===== src/rtl/dram_cmd_scheduler.sv =====
// Request queue and closed-page DDR4 command sequencer driven by trace time.
// Requests are admitted once simulation time reaches their trace time, queued
// in order, and the head request is walked through ACT -> RD/WR -> PRE with
// DRAM timing counted in CPU cycles (one DRAM cycle = two CPU cycles).

package dram_cmd_scheduler_pkg;
    localparam int ADDRESS_WIDTH = 33;

    typedef struct packed {
        logic                     op_ready_s;
        logic [31:0]              CPU_clock_count;
        logic [1:0]               opcode;
        logic [ADDRESS_WIDTH-1:0] address;
    } parser_out_struct;

    localparam logic [1:0] OP_READ   = 2'd0;
    localparam logic [1:0] OP_WRITE  = 2'd1;
    localparam logic [1:0] OP_IFETCH = 2'd2;

    localparam logic [1:0] CMD_ACT = 2'd0;
    localparam logic [1:0] CMD_RD  = 2'd1;
    localparam logic [1:0] CMD_WR  = 2'd2;
    localparam logic [1:0] CMD_PRE = 2'd3;
endpackage

module dram_cmd_scheduler
    import dram_cmd_scheduler_pkg::*;
#(
    parameter int DEPTH   = 16,
    parameter int T_RCD   = 24,
    parameter int T_CL    = 24,
    parameter int T_CWL   = 20,
    parameter int T_BURST = 4,
    parameter int T_RP    = 24
) (
    input  logic                       CPU_clock,
    input  logic                       rst,
    input  parser_out_struct           parser_output,
    output logic                       req_accept,
    output logic                       cmd_valid,
    output logic [1:0]                 cmd,
    output logic [1:0]                 cmd_bg,
    output logic [1:0]                 cmd_bank,
    output logic [14:0]                cmd_addr,
    output logic [31:0]                sim_time,
    output logic [$clog2(DEPTH+1)-1:0] q_count,
    output logic                       q_full,
    output logic                       q_empty
);

    localparam int PTR_W = $clog2(DEPTH);
    localparam int CNT_W = $clog2(DEPTH+1);

    localparam int MAX_A = (T_RCD > T_RP) ? T_RCD : T_RP;
    localparam int MAX_B = ((T_CL > T_CWL) ? T_CL : T_CWL) + T_BURST;
    localparam int MAX_T = (MAX_A > MAX_B) ? MAX_A : MAX_B;
    localparam int WAIT_W = $clog2(2*MAX_T+1);

    // Cycle counts after the issuing command at which the next step happens.
    localparam logic [WAIT_W-1:0] RCD_CYC = WAIT_W'(2*T_RCD);
    localparam logic [WAIT_W-1:0] RD_CYC  = WAIT_W'(2*(T_CL+T_BURST));
    localparam logic [WAIT_W-1:0] WR_CYC  = WAIT_W'(2*(T_CWL+T_BURST));
    localparam logic [WAIT_W-1:0] RP_LAST = WAIT_W'(2*T_RP-1);

    typedef enum logic [1:0] {
        S_IDLE      = 2'd0,
        S_WAIT_RCD  = 2'd1,
        S_WAIT_DATA = 2'd2,
        S_WAIT_RP   = 2'd3
    } state_t;

    typedef struct packed {
        logic        is_write;
        logic [14:0] row;
        logic [7:0]  col;
        logic [1:0]  bank;
        logic [1:0]  bg;
    } entry_t;

    state_t             state_q, state_d;
    logic [WAIT_W-1:0]  wait_q, wait_d;
    logic [31:0]        sim_time_q, sim_time_d;
    logic [PTR_W-1:0]   wr_ptr_q, rd_ptr_q;
    logic [CNT_W-1:0]   count_q, count_d;
    entry_t             mem_q [DEPTH];

    entry_t             new_entry;
    entry_t             head;
    logic               head_valid;
    logic               is_mem_op;
    logic               push;
    logic               pop;
    logic               skip;

    // Byte-within-burst address bits carry no command information.
    logic               unused_low_addr;
    assign unused_low_addr = ^parser_output.address[5:0];

    assign q_count = count_q;
    assign q_full  = (count_q == CNT_W'(DEPTH));
    assign q_empty = (count_q == '0);
    assign sim_time = sim_time_q;

    assign head       = mem_q[rd_ptr_q];
    assign head_valid = !q_empty;

    assign is_mem_op = (parser_output.opcode == OP_READ)  ||
                       (parser_output.opcode == OP_WRITE) ||
                       (parser_output.opcode == OP_IFETCH);

    // Admission: request time reached and room in the queue; a pop in the
    // same cycle does not free a slot for this request.
    assign req_accept = parser_output.op_ready_s &&
                        (parser_output.CPU_clock_count <= sim_time_q) &&
                        !q_full;
    assign push = req_accept && is_mem_op;

    assign new_entry.is_write = (parser_output.opcode == OP_WRITE);
    assign new_entry.row      = parser_output.address[32:18];
    assign new_entry.col      = parser_output.address[17:10];
    assign new_entry.bank     = parser_output.address[9:8];
    assign new_entry.bg       = parser_output.address[7:6];

    // Jump straight to the next request's trace time when nothing is pending.
    assign skip = q_empty && (state_q == S_IDLE) && parser_output.op_ready_s &&
                  ({1'b0, parser_output.CPU_clock_count} > ({1'b0, sim_time_q} + 33'd1));
    assign sim_time_d = skip ? parser_output.CPU_clock_count : sim_time_q + 32'd1;

    // Simulation time register.
    always_ff @(posedge CPU_clock) begin
        if (rst) begin
            sim_time_q <= '0;
        end else begin
            sim_time_q <= sim_time_d;
        end
    end

    // Occupancy next-state.
    always_comb begin
        count_d = count_q;
        case ({push, pop})
            2'b10:   count_d = count_q + CNT_W'(1);
            2'b01:   count_d = count_q - CNT_W'(1);
            default: count_d = count_q;
        endcase
    end

    // Queue pointers and occupancy.
    always_ff @(posedge CPU_clock) begin
        if (rst) begin
            wr_ptr_q <= '0;
            rd_ptr_q <= '0;
            count_q  <= '0;
        end else begin
            if (push) begin
                wr_ptr_q <= wr_ptr_q + PTR_W'(1);
            end
            if (pop) begin
                rd_ptr_q <= rd_ptr_q + PTR_W'(1);
            end
            count_q <= count_d;
        end
    end

    // Queue storage; contents are qualified by the occupancy count.
    always_ff @(posedge CPU_clock) begin
        if (push) begin
            mem_q[wr_ptr_q] <= new_entry;
        end
    end

    // FSM state and wait counter registers.
    always_ff @(posedge CPU_clock) begin
        if (rst) begin
            state_q <= S_IDLE;
            wait_q  <= '0;
        end else begin
            state_q <= state_d;
            wait_q  <= wait_d;
        end
    end

    // Command sequencing: next state, wait counter, command strobe and fields.
    always_comb begin
        state_d   = state_q;
        wait_d    = wait_q;
        pop       = 1'b0;
        cmd_valid = 1'b0;
        cmd       = 2'd0;
        cmd_bg    = 2'd0;
        cmd_bank  = 2'd0;
        cmd_addr  = 15'd0;
        case (state_q)
            S_IDLE: begin
                if (head_valid && !sim_time_q[0]) begin
                    cmd_valid = 1'b1;
                    cmd       = CMD_ACT;
                    cmd_bg    = head.bg;
                    cmd_bank  = head.bank;
                    cmd_addr  = head.row;
                    wait_d    = WAIT_W'(1);
                    state_d   = S_WAIT_RCD;
                end
            end
            S_WAIT_RCD: begin
                if (wait_q == RCD_CYC) begin
                    cmd_valid = 1'b1;
                    cmd       = head.is_write ? CMD_WR : CMD_RD;
                    cmd_bg    = head.bg;
                    cmd_bank  = head.bank;
                    cmd_addr  = {7'b0, head.col};
                    wait_d    = WAIT_W'(1);
                    state_d   = S_WAIT_DATA;
                end else begin
                    wait_d = wait_q + WAIT_W'(1);
                end
            end
            S_WAIT_DATA: begin
                if (wait_q == (head.is_write ? WR_CYC : RD_CYC)) begin
                    cmd_valid = 1'b1;
                    cmd       = CMD_PRE;
                    cmd_bg    = head.bg;
                    cmd_bank  = head.bank;
                    wait_d    = WAIT_W'(1);
                    state_d   = S_WAIT_RP;
                end else begin
                    wait_d = wait_q + WAIT_W'(1);
                end
            end
            S_WAIT_RP: begin
                // Pop one cycle early so the next ACT can go out exactly tRP after PRE.
                if (wait_q == RP_LAST) begin
                    pop     = 1'b1;
                    wait_d  = '0;
                    state_d = S_IDLE;
                end else begin
                    wait_d = wait_q + WAIT_W'(1);
                end
            end
            default: begin
                state_d = S_IDLE;
                wait_d  = '0;
            end
        endcase
    end

endmodule


===== config.mk =====
export PLATFORM = sky130hd
export DESIGN_NAME = dram_cmd_scheduler
export DESIGN_NICKNAME = d
export VERILOG_FILES = /design/src/rtl/dram_cmd_scheduler.sv
export SDC_FILE = /design/constraint.sdc
export NUM_CORES = 1
export LEC_CHECK = 0
export BUFFER_PORTS_ARGS = -buffer_cell sky130_fd_sc_hd__buf_4
export CAP_MARGIN = 10
export CORE_MARGIN = 2
export CORE_UTILIZATION = 45
export CTS_CLUSTER_SIZE = 28
export DETAILED_ROUTE_END_ITERATION = 7
export PLACE_DENSITY_LB_ADDON = 0.05
export SLEW_MARGIN = 20
export SYNTH_ARGS = -nofsm -noshare
export SYNTH_HDL_FRONTEND = slang
export SYNTH_SLANG_ARGS = --single-unit

===== constraint.sdc =====
create_clock -name CPU_clock -period 7.7 [get_ports CPU_clock]
set_input_delay 0.77 -clock CPU_clock [delete_from_list [all_inputs] [get_ports CPU_clock]]
set_output_delay 0.77 -clock CPU_clock [all_outputs]
set_load 0.03 [all_outputs]

### Yosys cells after proc, flatten, opt, wreduce, memory -nomap -nowiden

Memory sizes are Yosys's and may differ from the RTL's. A register that Yosys moved wholly into a read port is not among the register bits.
Index checks and enable logic that the tools add are counted.

* memories kept: 1
* logic and storage cells: 86
* bits in writable memories: 448
* register bits after elaboration: 53
* bits of input ports: 70

Memory list
* mem_q: words 16, width 28, rd ports 1, clocked after memory_dff 1, wr ports 1, RTL line 85 `entry_t mem_q [DEPTH];`

* mux-type cells: 38
* reductions and logical operators: 17
* $add $sub $neg: 7
* order comparisons: 2
* eq/ne operators: 15

Operators by type and width (count)
* 32-bit by 1-bit adder with 33-bit output, second input constant: 1
* 32-bit by 33-bit > comparator with 1-bit output: 1
* 32-bit by 1-bit adder with 32-bit output, second input constant: 1
* 32-bit less-or-equal comparator: 1
* 32-bit two-way mux: 1
* 15-bit case mux with 2 select lines: 1
* 2-bit two-way mux: 13
* 6-bit two-way mux: 4
* 6-bit case mux with 4 select lines: 1
* 15-bit two-way mux: 1
* 6-bit equality test, second input constant: 2
* 4-bit two-way mux: 3
* 2-bit case mux with 3 select lines: 2
* 5-bit case mux with 2 select lines: 1
* 4-bit by 1-bit adder with 4-bit output, second input constant: 2
* 2-bit equality test, second input constant: 4
* 8-bit two-way mux: 1
* 2-bit case mux with 4 select lines: 1
* 1-bit logical AND: 7
* 1-bit two-way mux: 7
* 6-bit by 1-bit adder with 6-bit output, second input constant: 1
* 2-bit by 1-bit equality test with 1-bit output, second input constant: 3
* 6-bit equality test: 1
* 2-bit inequality test, second input constant: 3
* other kinds (12): 16

### Logic depth before layout (Yosys ltp)

Gate-level depths: netlist (run 1).

* depth in word-level cells: 6
* depth in mapped cells: 20

### Worst setup path before layout (run 1)

No wires, ideal clock.

* path type: register to register
* start point: register sim_time_q[0], in the netlist sim_time[0]
* end point: register sim_time_q[25], in the netlist sim_time[25]
* data required time: 7584 ps
* setup slack: 3527 ps
* period minus slack after synthesis: 4173 ps
* data arrival time: 4057 ps
* stages on the path, launching flop included: 17
* path through: dfxtp_1 nand4_1 or4_1 clkbuf_1 nor3_1 nand4_1 nor3_1 xnor2_1 ha_1 and4_1 nand4_1 nor3_1 o21ai_0 a21oi_1 clkbuf_1 nor3_1 a31o_2

* longest elaborated chain between the ends: 4
* elaborated cells between the ends (all ways): 5

Ends and longest elaborated chain
* from (decl): RTL line 82 `logic [31:0] sim_time_q, sim_time_d;`
* from (signal assigned): RTL line 134 `sim_time_q <= sim_time_d;`
* 32-bit by 1-bit adder with 33-bit output: RTL line 126 `({1'b0, parser_output.CPU_clock_count} > ({1'b0, sim_time_q} + 33'd1));`
* 32-bit by 33-bit > comparator with 1-bit output: RTL line 126
* 1-bit logical AND: RTL line 125 `assign skip = q_empty && (state_q == S_IDLE) && parser_output.op_ready_s &&`
* 32-bit two-way mux (*): RTL line 127 `assign sim_time_d = skip ? parser_output.CPU_clock_count : sim_time_q + 32'd1;`

Every way passes the cells marked *; elsewhere a longest branch is shown, timed or not.
A chain may end at the register's enable or synchronous reset.

### Final worst setup path (run 1)

* start point: register sim_time_q[0], in the netlist sim_time[0]
* end point: register sim_time_q[10], in the netlist sim_time[10]

The elaborated chain is that of the path after synthesis.

==> out/results.ini, run 1 <==
[logic_synthesis]
avgSynthCellArea_sq_um=17.43
synth_compound_area_frac=0.04582
syn-instance-count=1244
yosys_register_bits=505
synth_simple_gate_area_frac=0.05188
synth_area_leaders=edfxtp_1 62%, mux4_2 14%, dfxtp_1 5.3%, ha_1 4.7%, xnor2_1 1.4%
synth_common_cells=448 x edfxtp_1, 133 x mux4_2, 81 x ha_1
synth_xor_area_frac=0.01575
synthAdderAreaFrac=0.04767
yosys_warnings=0
ys_types=55
synthMuxAreaShare=0.1438
synth_area_sq_mm=0.02168
synth_largest_area_cell=edfxtp_1
synth_top_family_by_area=multiplexers
synth_most_common_cell=edfxtp_1
synth_top_area_share=0.6205
synth_edf_count=448
async_flop_share=0
ys.flop_type=edfxtp_1
seq_area_frac_synth=0.6731
synth_nets=1396

[detailed_routing]
ant_nets=0
met3RoutedLength_mm=2.245
drt_pass1_iterations=5
drtIter0Drc=891
top_layer=met5
wl_per_cell_um=25.08
drc_errors=0
dr_wl_met2_mm=25.01
drt-vias-per-instance=5.666
num_vias=11609
totalWireLength_mm=51.39
route.layer.met1.wl_mm=22.99

[place]
port_buffers=125
placed_area_sq_mm=0.02335
place_congestion=0.8170
place_hpwl_mm=29.07

[finish]
n_antenna_cell=0
fillers=3866
final_area_sq_mm=0.02518
multi_input_area_sq_mm=0.006641
area_growth_pct=16.16
fin_nets=1540
register_area_sq_mm=0.01461
drive_above_1_share=0.2901

[sta]
finClkSkew_ns=0.03238
drv_slew=0
fmax_mhz=189.0
finalCriticalPeriod_ns=5.292
fin_setup_tns_ns=0
finalHoldViolCount=0
final-setup-viol-count=0
rsz0062_at_grt=false
worst_pin_slew_ns=1.090
relSlewSlack=0.2731
min_period_over_period=0.6872
whs_ns=0.4063

[worst_setup_path]
ff2ff_path_depth=15
end_kind=flop
crit_arrival_ns=5.80
required_ns=8.21
path_class=reg -> reg
max_stage_delay_ns=0.67
cp-start-kind=flop
cp_slowest_cell=or4_1
crit_top_cell=nor3_1
crit_chain=nand4_1 > or4_1 > nor3_1 > nand4_1 > nor3_1 > xnor2_1 > ha_1 > and4_1 > nand4_1 > nor3_1 > o21ai_0 > a21oi_4 > buf_4 > nor3_1 > a31o_2
cp_max_fo=25

[floorplan]
core_sq_mm=0.04765
io_pins=132
rows=80
fp.dieH_um=223.5
dieArea_sq_mm=0.04995
die_w_um=223.5
start_util=0.4550

[clock_network]
cts.clk_slew.worst_paths_ns=0.07
htreeDepth=2
cts_tree=done
cts_buffers=54
cts_resized=0
clockBufferDepth=3
cts_sinks=505
clk_latency_ns=0.62
hold_buffers=0
cts_setup_buffers=0
cts_root_buffer=clkbuf_16

[pwr]
ir_drop_mv=0.1823
leakagePower_nw=8.377
p_total_mw=6.392
p_per_area_mw_per_mm2=253.8

[flow_run]
cap_violations=0

[hold_path]
min_path_type=in -> reg
hold_depth=2

[global_route]
grt_pass1_wl_mm=76.84
grt_usage=0.2102
grt_pass1_vias=11989
antenna_found_initial=1
gr-total-overflow=0
grt_max_degree=59

[outcome]
outcome=complete, no violations

[cells in the final DEF, fill, tap and decap left out, types with 12 or more instances in the layout]
cell	netlist	routed
a211oi_1	19	19
a21o_1	18	18
a21oi_1	30	29
a31o_2	31	31
and3_2	0	16
buf_4	0	143
clkbuf_16	0	55
clkinv_1	0	17
clkinv_2	0	12
dfxtp_1	57	53
edfxtp_1	448	448
ha_1	81	81
inv_1	69	69
mux4_2	133	133
nand2_1	19	19
nand3_1	19	19
nand4_1	21	21
nor2_1	43	43
nor2b_1	18	18
nor3_1	38	38
o21ai_0	13	13
xnor2_1	34	34
[cells by family (layout without fill, tap and decap cells)]
| logic type | count (synthesis) | in the layout |
|---|---|---|
| buf+inv | 124 | 314 |
| mux | 145 | 145 |
| fa+ha+maj | 82 | 82 |
| simple gates | 209 | 209 |
| flops | 505 | 505 |
| xor+xnor | 39 | 39 |
| compound gates | 140 | 140 |
[metal layers]
metal	GRT usage	up-vias
met3	0.03595	78
li1	-	5302
met1	0.2928	6000
met4	0.05677	2
met5	0	-
met2	0.3449	227
[state kept, by name, indices dropped and copies added (netlist names), named ones only]
signal	flops
mem_q	448
q_count	5
rd_ptr_q	4
sim_time	32
state_q	2
wait_q	6
wr_ptr_q	4
[report_power, final]
| part | switching (mW) | total, mW | internal [mW] | leakage (nW) |
|---|---|---|---|---|
| Combinational | 0.386 | 0.628 | 0.241 | 2.97 |
| Clock | 1.08 | 2.69 | 1.60 | 0.903 |
| Sequential | 0.0510 | 3.08 | 3.03 | 4.50 |
| Total | 1.52 | 6.39 | 4.87 | 8.38 |
[through the flow]
stage | setup WS [ns] | cells | utilization
global placement | 2.543 | 1947 | 0.4901
floorplan | 3.527 | 1244 | -
global route | 1.977 | 2049 | 0.5286
CTS | 2.448 | 2049 | 0.5286
finish | 2.408 | 2049 | 0.5286
detailed placement | 2.467 | 1947 | 0.4901
[final cells by class]
| type | count | area share |
|---|---|---|
| flip-flops and latches | 505 | 0.5800 |
| multi-input cells | 615 | 0.2637 |
| clock buffers | 60 | 0.05540 |
| repair buffers | 143 | 0.04263 |
| well taps | 615 | 0.03055 |
| clock inverters | 42 | 0.01744 |
| inverters | 69 | 0.01028 |
[worst max-delay path, delay by kind of cell, from the launching register on]
| kind | cells | cell delay, ns |
|---|---|---|
| AND/OR/NAND/NOR | 9 | 2.73 |
| adder cells (fa/ha/maj) | 1 | 0.30 |
| flip-flops | 1 | 0.51 |
| AO/OA/AOI/OAI | 3 | 1.14 |
| buffers and inverters | 1 | 0.38 |
| XOR/XNOR | 1 | 0.12 |
[path summary, 6_finish.rpt]
path / from / end / slack [ns]
setup / recovery: sim_time[0] / sim_time[10] / 2.41
setup reg to reg: sim_time[0] / sim_time[10] / 2.41
hold reg to reg: state_q[1] / state_q[1] / 0.52
hold / removal: parser_output[53] / sim_time[18] / 0.41
Power figures use the tool's default switching activity.
==> run 2, diff against run 1 <==
==> constraint.sdc (replaced) <==
create_clock -name CPU_clock -period 4.65 [get_ports CPU_clock]
set_input_delay 0.465 -clock CPU_clock [delete_from_list [all_inputs] [get_ports CPU_clock]]
set_output_delay 0.465 -clock CPU_clock [all_outputs]
set_load 0.03 [all_outputs]
==> run 2 against run 1 <==
Effect of this change:
- sequential power is 65% higher
- register-to-register slack got worse by 2.1 ns
- sequential cell count did not move
- setup slack got worse by 2.1 ns
- die area unchanged
- final area increased by 1.0%
- highest routed layer unchanged
- wire length decreased by 1.8%
- clock skew decreased by 0.014 ns
==> out/results.ini, run 2 (same netlist as run 1, synthesis figures left out) <==
[floorplan]
core_sq_mm=0.04765  ; unchanged
fp.dieH_um=223.5  ; unchanged
start_util=0.4550  ; unchanged
die_w_um=223.5  ; unchanged
io_pins=132  ; unchanged
dieArea_sq_mm=0.04995  ; unchanged
rows=80  ; unchanged

[finish]
fin_cells=2066  ; +0.83%
final_area_sq_mm=0.02544  ; +1.0%
post-route-util=0.5340  ; +0.005436
register_area_sq_mm=0.01461  ; unchanged
drive_above_1_share=0.3021  ; +0.01197
area_growth_pct=17.35
fin_nets=1558  ; +1.2%
fillers=3916  ; +1.3%
multi_input_area_sq_mm=0.006651  ; +0.15%
final_cell_mix=448 x edfxtp_1, 148 x buf_4, 133 x mux4_2
final_common_cell=edfxtp_1
largest_reg_flops=448  ; unchanged
top_register=mem_q

[place]
placed_area_sq_mm=0.02367  ; +1.4%
place_hpwl_mm=30.62  ; +5.3%
dp.cells=1966  ; +0.98%
place_ws_ns=0.1802  ; -2.287 ns
port_buffers=125  ; unchanged
place_congestion=0.8218  ; +0.59%

[clock_network]
cts.clk_slew.worst_paths_ns=0.06  ; about the same
hold_buffers=0  ; unchanged
cts_setup_buffers=0  ; unchanged
cts_buffers=53  ; -1.9%
htreeDepth=2  ; unchanged
clk_latency_ns=0.61  ; about the same
clockBufferDepth=3  ; unchanged
cts_sinks=505  ; unchanged
cts_tree=done
cts_resized=0  ; unchanged
cts_root_buffer=clkbuf_16

[global_route]
grt_pass1_wl_mm=76.85  ; about the same
grt_usage=0.2076  ; -0.002607
grt_pass1_vias=12030  ; +0.34%
grt_max_degree=68  ; +15%
antenna_found_initial=2  ; +1
gr-total-overflow=0  ; unchanged

[pwr]
leakagePower_nw=8.480  ; +1.2%
ir_drop_mv=0.3168  ; +74%
p_per_area_mw_per_mm2=410.3  ; +62%
p_total_mw=10.44  ; +63%

[worst_setup_path]
end_kind=flop
r2r_slack_ns=0.30  ; -2.11 ns
regToRegEndpoint=sim_time[28]
required_ns=5.13  ; -3.08 ns
ff2ff_path_depth=16  ; +1
r2r_start=sim_time[1]
path_class=reg -> reg
cp_max_fo=23  ; -8.0%
crit_arrival_ns=4.83  ; -0.97 ns
cp-start-kind=flop

[hold_path]
min_path_type=in -> reg
hold_depth=2  ; unchanged
holdPathEnd=sim_time[17]
worstHoldStart=parser_output[52]

[sta]
relSlewSlack=0.3818  ; +0.1087
finClkSkew_ns=0.01806  ; -0.01432 ns
whs_ns=0.1292  ; -0.2771 ns
finalHoldViolCount=0  ; unchanged
drv_slew=0  ; unchanged
worst_pin_slew_ns=0.9254  ; -0.1649 ns
rsz0062_at_grt=false
min_period_over_period=0.9355  ; +0.2482
fin_setup_tns_ns=0  ; unchanged
fmax_mhz=229.9  ; +22%
setup_ws_ns=0.3001  ; -2.108 ns
final-setup-viol-count=0  ; unchanged
finalCriticalPeriod_ns=4.350  ; -0.9417 ns

[flow_run]
cap_violations=0  ; unchanged

[detailed_routing]
drc_errors=0  ; unchanged
ant_nets=0  ; unchanged
wl_per_cell_um=24.44  ; -2.6%
totalWireLength_mm=50.49  ; -1.8%
drtIter0Drc=772  ; -13%
drt_pass1_iterations=5  ; unchanged
drt-vias-per-instance=5.667  ; about the same
num_vias=11709  ; +0.86%

[outcome]
outcome=complete, no violations

run 2: how the worst max path moves through the flow:
| stage | from | to |
|---|---|---|
| final | sim_time[1] | sim_time[28] |
| after global routing | sim_time[1] | sim_time[27] |
| after CTS | sim_time[1] | sim_time[29] |
| after detailed placement | sim_time[1] | sim_time[27] |
| after global placement | sim_time[1] | sim_time[27] |
| after floorplan | sim_time[0] | sim_time[25] |
run 2: report_power, final:
group	internal (mW)	switching [mW]
Sequential	5.01	0.0754
Combinational	0.421	0.652
Clock	2.52	1.76
run 2: layout make-up:
cell class | instances | area share
multi-input combinational | 615 | 0.2614
inverter | 69 | 0.01018
clock inverter | 37 | 0.01500
tap | 615 | 0.03024
sequential | 505 | 0.5741
clock buffer | 62 | 0.05429
timing repair buffer | 162 | 0.05468
antenna | 1 | 0.00009835
run 2: per-layer routing:
metal,GRT usage,wire length [um],share of wire
met3,0.03240,1899,0.038
met5,0,12,0.00024
met1,0.2935,23150,0.46
met4,0.05849,947,0.019
met2,0.3369,24480,0.48
run 2: critical path, cell delays in order, from the launching register on:
cell and delay [ns]:
dfxtp_1 0.40, ha_1 0.25, nand4_1 0.18, nor3_1 0.17, buf_4 0.18, nor2b_1 0.24, nand3_1 0.13, xnor2_1 0.24
ha_1 0.29, a21o_1 0.18, a211oi_1 0.23, o21bai_1 0.11, a2111o_1 0.43, a221oi_1 0.56, a21oi_4 0.13, buf_4 0.24
a31o_2 0.27
==> run 3, diff against run 2 <==
==> constraint.sdc (replaced) <==
create_clock -name CPU_clock -period 4.65 [get_ports CPU_clock]
set_input_delay 0.2325 -clock CPU_clock [delete_from_list [all_inputs] [get_ports CPU_clock]]
set_output_delay 0.2325 -clock CPU_clock [all_outputs]
set_load 0.03 [all_outputs]
==> run 3 against run 2 <==
Effect of this change:
- sequential share of layout area is 0.97 points lower
- register-to-register slack better by 0.07 ns
- via count increased by 2.6%
- non-clock buffer count rose by 59
- setup slack improved by 0.069 ns
- total power fell by 2.8%
- critical path depth shrank 1
- final cell count grew 2.5%
- wire length is 2.2% higher
- utilization rose by 0.92 points
- critical endpoint is now sim_time[3]
- largest cell class unchanged
- largest power group unchanged
==> out/results.ini, run 3 (same netlist as run 1, synthesis figures left out) <==
[hold_path]
hold_depth=2  ; unchanged
worstHoldStart=rst
min_path_type=in -> reg
holdPathEnd=q_count[0]

[sta]
setup_ws_ns=0.3687  ; +0.06861 ns
finalHoldViolCount=0  ; unchanged
fmax_mhz=233.6  ; +1.6%
fin_setup_tns_ns=0  ; unchanged
rsz0062_at_grt=false
whs_ns=0.1499  ; +0.02076 ns
finClkSkew_ns=0.03217  ; +0.01411 ns
drv_slew=0  ; unchanged
worst_pin_slew_ns=0.9576  ; +0.03216 ns
min_period_over_period=0.9207  ; -0.01475
relSlewSlack=0.3603  ; -0.02148
final-setup-viol-count=0  ; unchanged
finalCriticalPeriod_ns=4.281  ; -0.06861 ns

[finish]
multi_input_area_sq_mm=0.006674  ; +0.34%
post-route-util=0.5432  ; +0.009218
largest_reg_flops=448  ; unchanged
final_cell_mix=448 x edfxtp_1, 148 x buf_4, 133 x mux4_2
top_register=mem_q
final_common_cell=edfxtp_1
fin_nets=1617  ; +3.8%
drive_above_1_share=0.2850  ; -0.01712
fin_cells=2117  ; +2.5%
n_antenna_cell=0  ; -1
register_area_sq_mm=0.01461  ; unchanged
final_area_sq_mm=0.02588  ; +1.7%
fillers=3835  ; -2.1%
area_growth_pct=19.38

[worst_setup_path]
end_kind=flop
required_ns=5.14  ; about the same
ff2ff_path_depth=15  ; -1
regToRegEndpoint=sim_time[3]
cp_max_fo=63  ; +170%
path_class=reg -> reg
r2r_start=sim_time[0]
crit_arrival_ns=4.77  ; -0.06 ns
r2r_slack_ns=0.37  ; +0.07 ns
cp-start-kind=flop

[detailed_routing]
totalWireLength_mm=51.59  ; +2.2%
drc_errors=0  ; unchanged
drt_pass1_iterations=5  ; unchanged
ant_nets=0  ; unchanged
num_vias=12013  ; +2.6%
wl_per_cell_um=24.37  ; -0.28%
drtIter0Drc=963  ; +25%
drt-vias-per-instance=5.675  ; +0.12%

[clock_network]
cts_tree=done
cts.clk_slew.worst_paths_ns=0.06  ; about the same
clockBufferDepth=3  ; unchanged
cts_buffers=53  ; unchanged
htreeDepth=2  ; unchanged
cts_sinks=505  ; unchanged
clk_latency_ns=0.62  ; about the same
cts_root_buffer=clkbuf_16

[global_route]
antenna_found_initial=1  ; -1
grt_pass1_wl_mm=78.16  ; +1.7%
grt_usage=0.2109  ; +0.003284
gr-total-overflow=0  ; unchanged
grt_max_degree=74  ; +8.8%
grt_pass1_vias=12340  ; +2.6%

[pwr]
ir_drop_mv=0.3328  ; +5.0%
leakagePower_nw=8.633  ; +1.8%
p_per_area_mw_per_mm2=392.2  ; -4.4%
p_total_mw=10.15  ; -2.8%

[floorplan]
fp.dieH_um=223.5  ; unchanged
rows=80  ; unchanged
dieArea_sq_mm=0.04995  ; unchanged
die_w_um=223.5  ; unchanged
core_sq_mm=0.04765  ; unchanged
io_pins=132  ; unchanged
start_util=0.4550  ; unchanged

[place]
placed_area_sq_mm=0.02365  ; about the same
place_ws_ns=0.1457  ; -0.03445 ns
place_hpwl_mm=30.58  ; -0.15%
port_buffers=125  ; unchanged
place_congestion=0.8156  ; -0.75%
dp.cells=1963  ; -0.15%

[outcome]
outcome=complete, no violations

[flow_run]
cap_violations=0  ; unchanged

-- run 3: cell count changes in the layout (fill, tap and decap cells not counted) --
cell | previous run | this run
inv_16 | 0 | 1
a221oi_4 | 0 | 1
clkbuf_1 | 8 | 14
nor3b_1 | 2 | 1
bufinv_16 | 7 | 2
clkbuf_16 | 54 | 53
dlygate4sd3_1 | 0 | 59
diode_2 | 1 | 0
clkinv_2 | 16 | 9
clkinv_1 | 10 | 9
nor3b_2 | 0 | 1
a221oi_1 | 3 | 2
-- run 3: how the worst max path moves through the flow --
stage	from	end	slack, ns
after floorplan	sim_time[0]	sim_time[25]	0.48
after global placement	sim_time[0]	sim_time[1]	0.22
after detailed placement	sim_time[0]	sim_time[3]	0.15
after CTS	sim_time[0]	sim_time[3]	0.10
after global routing	sim_time[0]	sim_time[3]	0.02
final	sim_time[0]	sim_time[3]	0.37
-- run 3: what timing repair did --
| action | in CTS | in global routing |
|---|---|---|
| resized for setup | 0 | 5 |
| setup endpoints to repair | 0 | 32 |
| buffers inserted | 0 | 3 |
| hold buffers | 59 | 0 |
| endpoints found under the hold margin | 464 | 0 |
-- run 3: final cells by class --
type,instances,area share
clock buffer,67,0.05327
clock inverter,25,0.008218
inverter,69,0.01001
multi-input combinational,615,0.2579
sequential,505,0.5643
tap,615,0.02973
timing repair buffer,221,0.07657
-- run 3: per-layer routing --
| metal | global-route usage | up-vias | routed length, um |
|---|---|---|---|
| met5 | 0 | - | 11 |
| met4 | 0.06194 | 2 | 1105 |
| met3 | 0.02674 | 87 | 1960 |
| met2 | 0.3445 | 244 | 25220 |
| met1 | 0.2993 | 6233 | 23290 |
| li1 | - | 5447 | - |
-- run 3: critical path, stage by stage, from the launching register on --
cell     delay (ns)
dfxtp_1        0.44
nand4_1        0.17
or4_1          0.59
nor3_2         0.33
nand4_1        0.28
nor3_1         0.30
xnor2_1        0.12
ha_1           0.29
and4_1         0.17
nand4_1        0.14
nor3_2         0.29
o21ai_0        0.20
a21oi_4        0.18
buf_12         0.28
nor3_1         0.09
a31o_2         0.25
-- run 3: report_power, final --
group | internal [mW] | total (mW) | switching, mW
registers | 5.01 | 5.09 | 0.0772
clock network | 2.21 | 3.94 | 1.73
logic | 0.452 | 1.12 | 0.668
total | 7.68 | 10.2 | 2.48
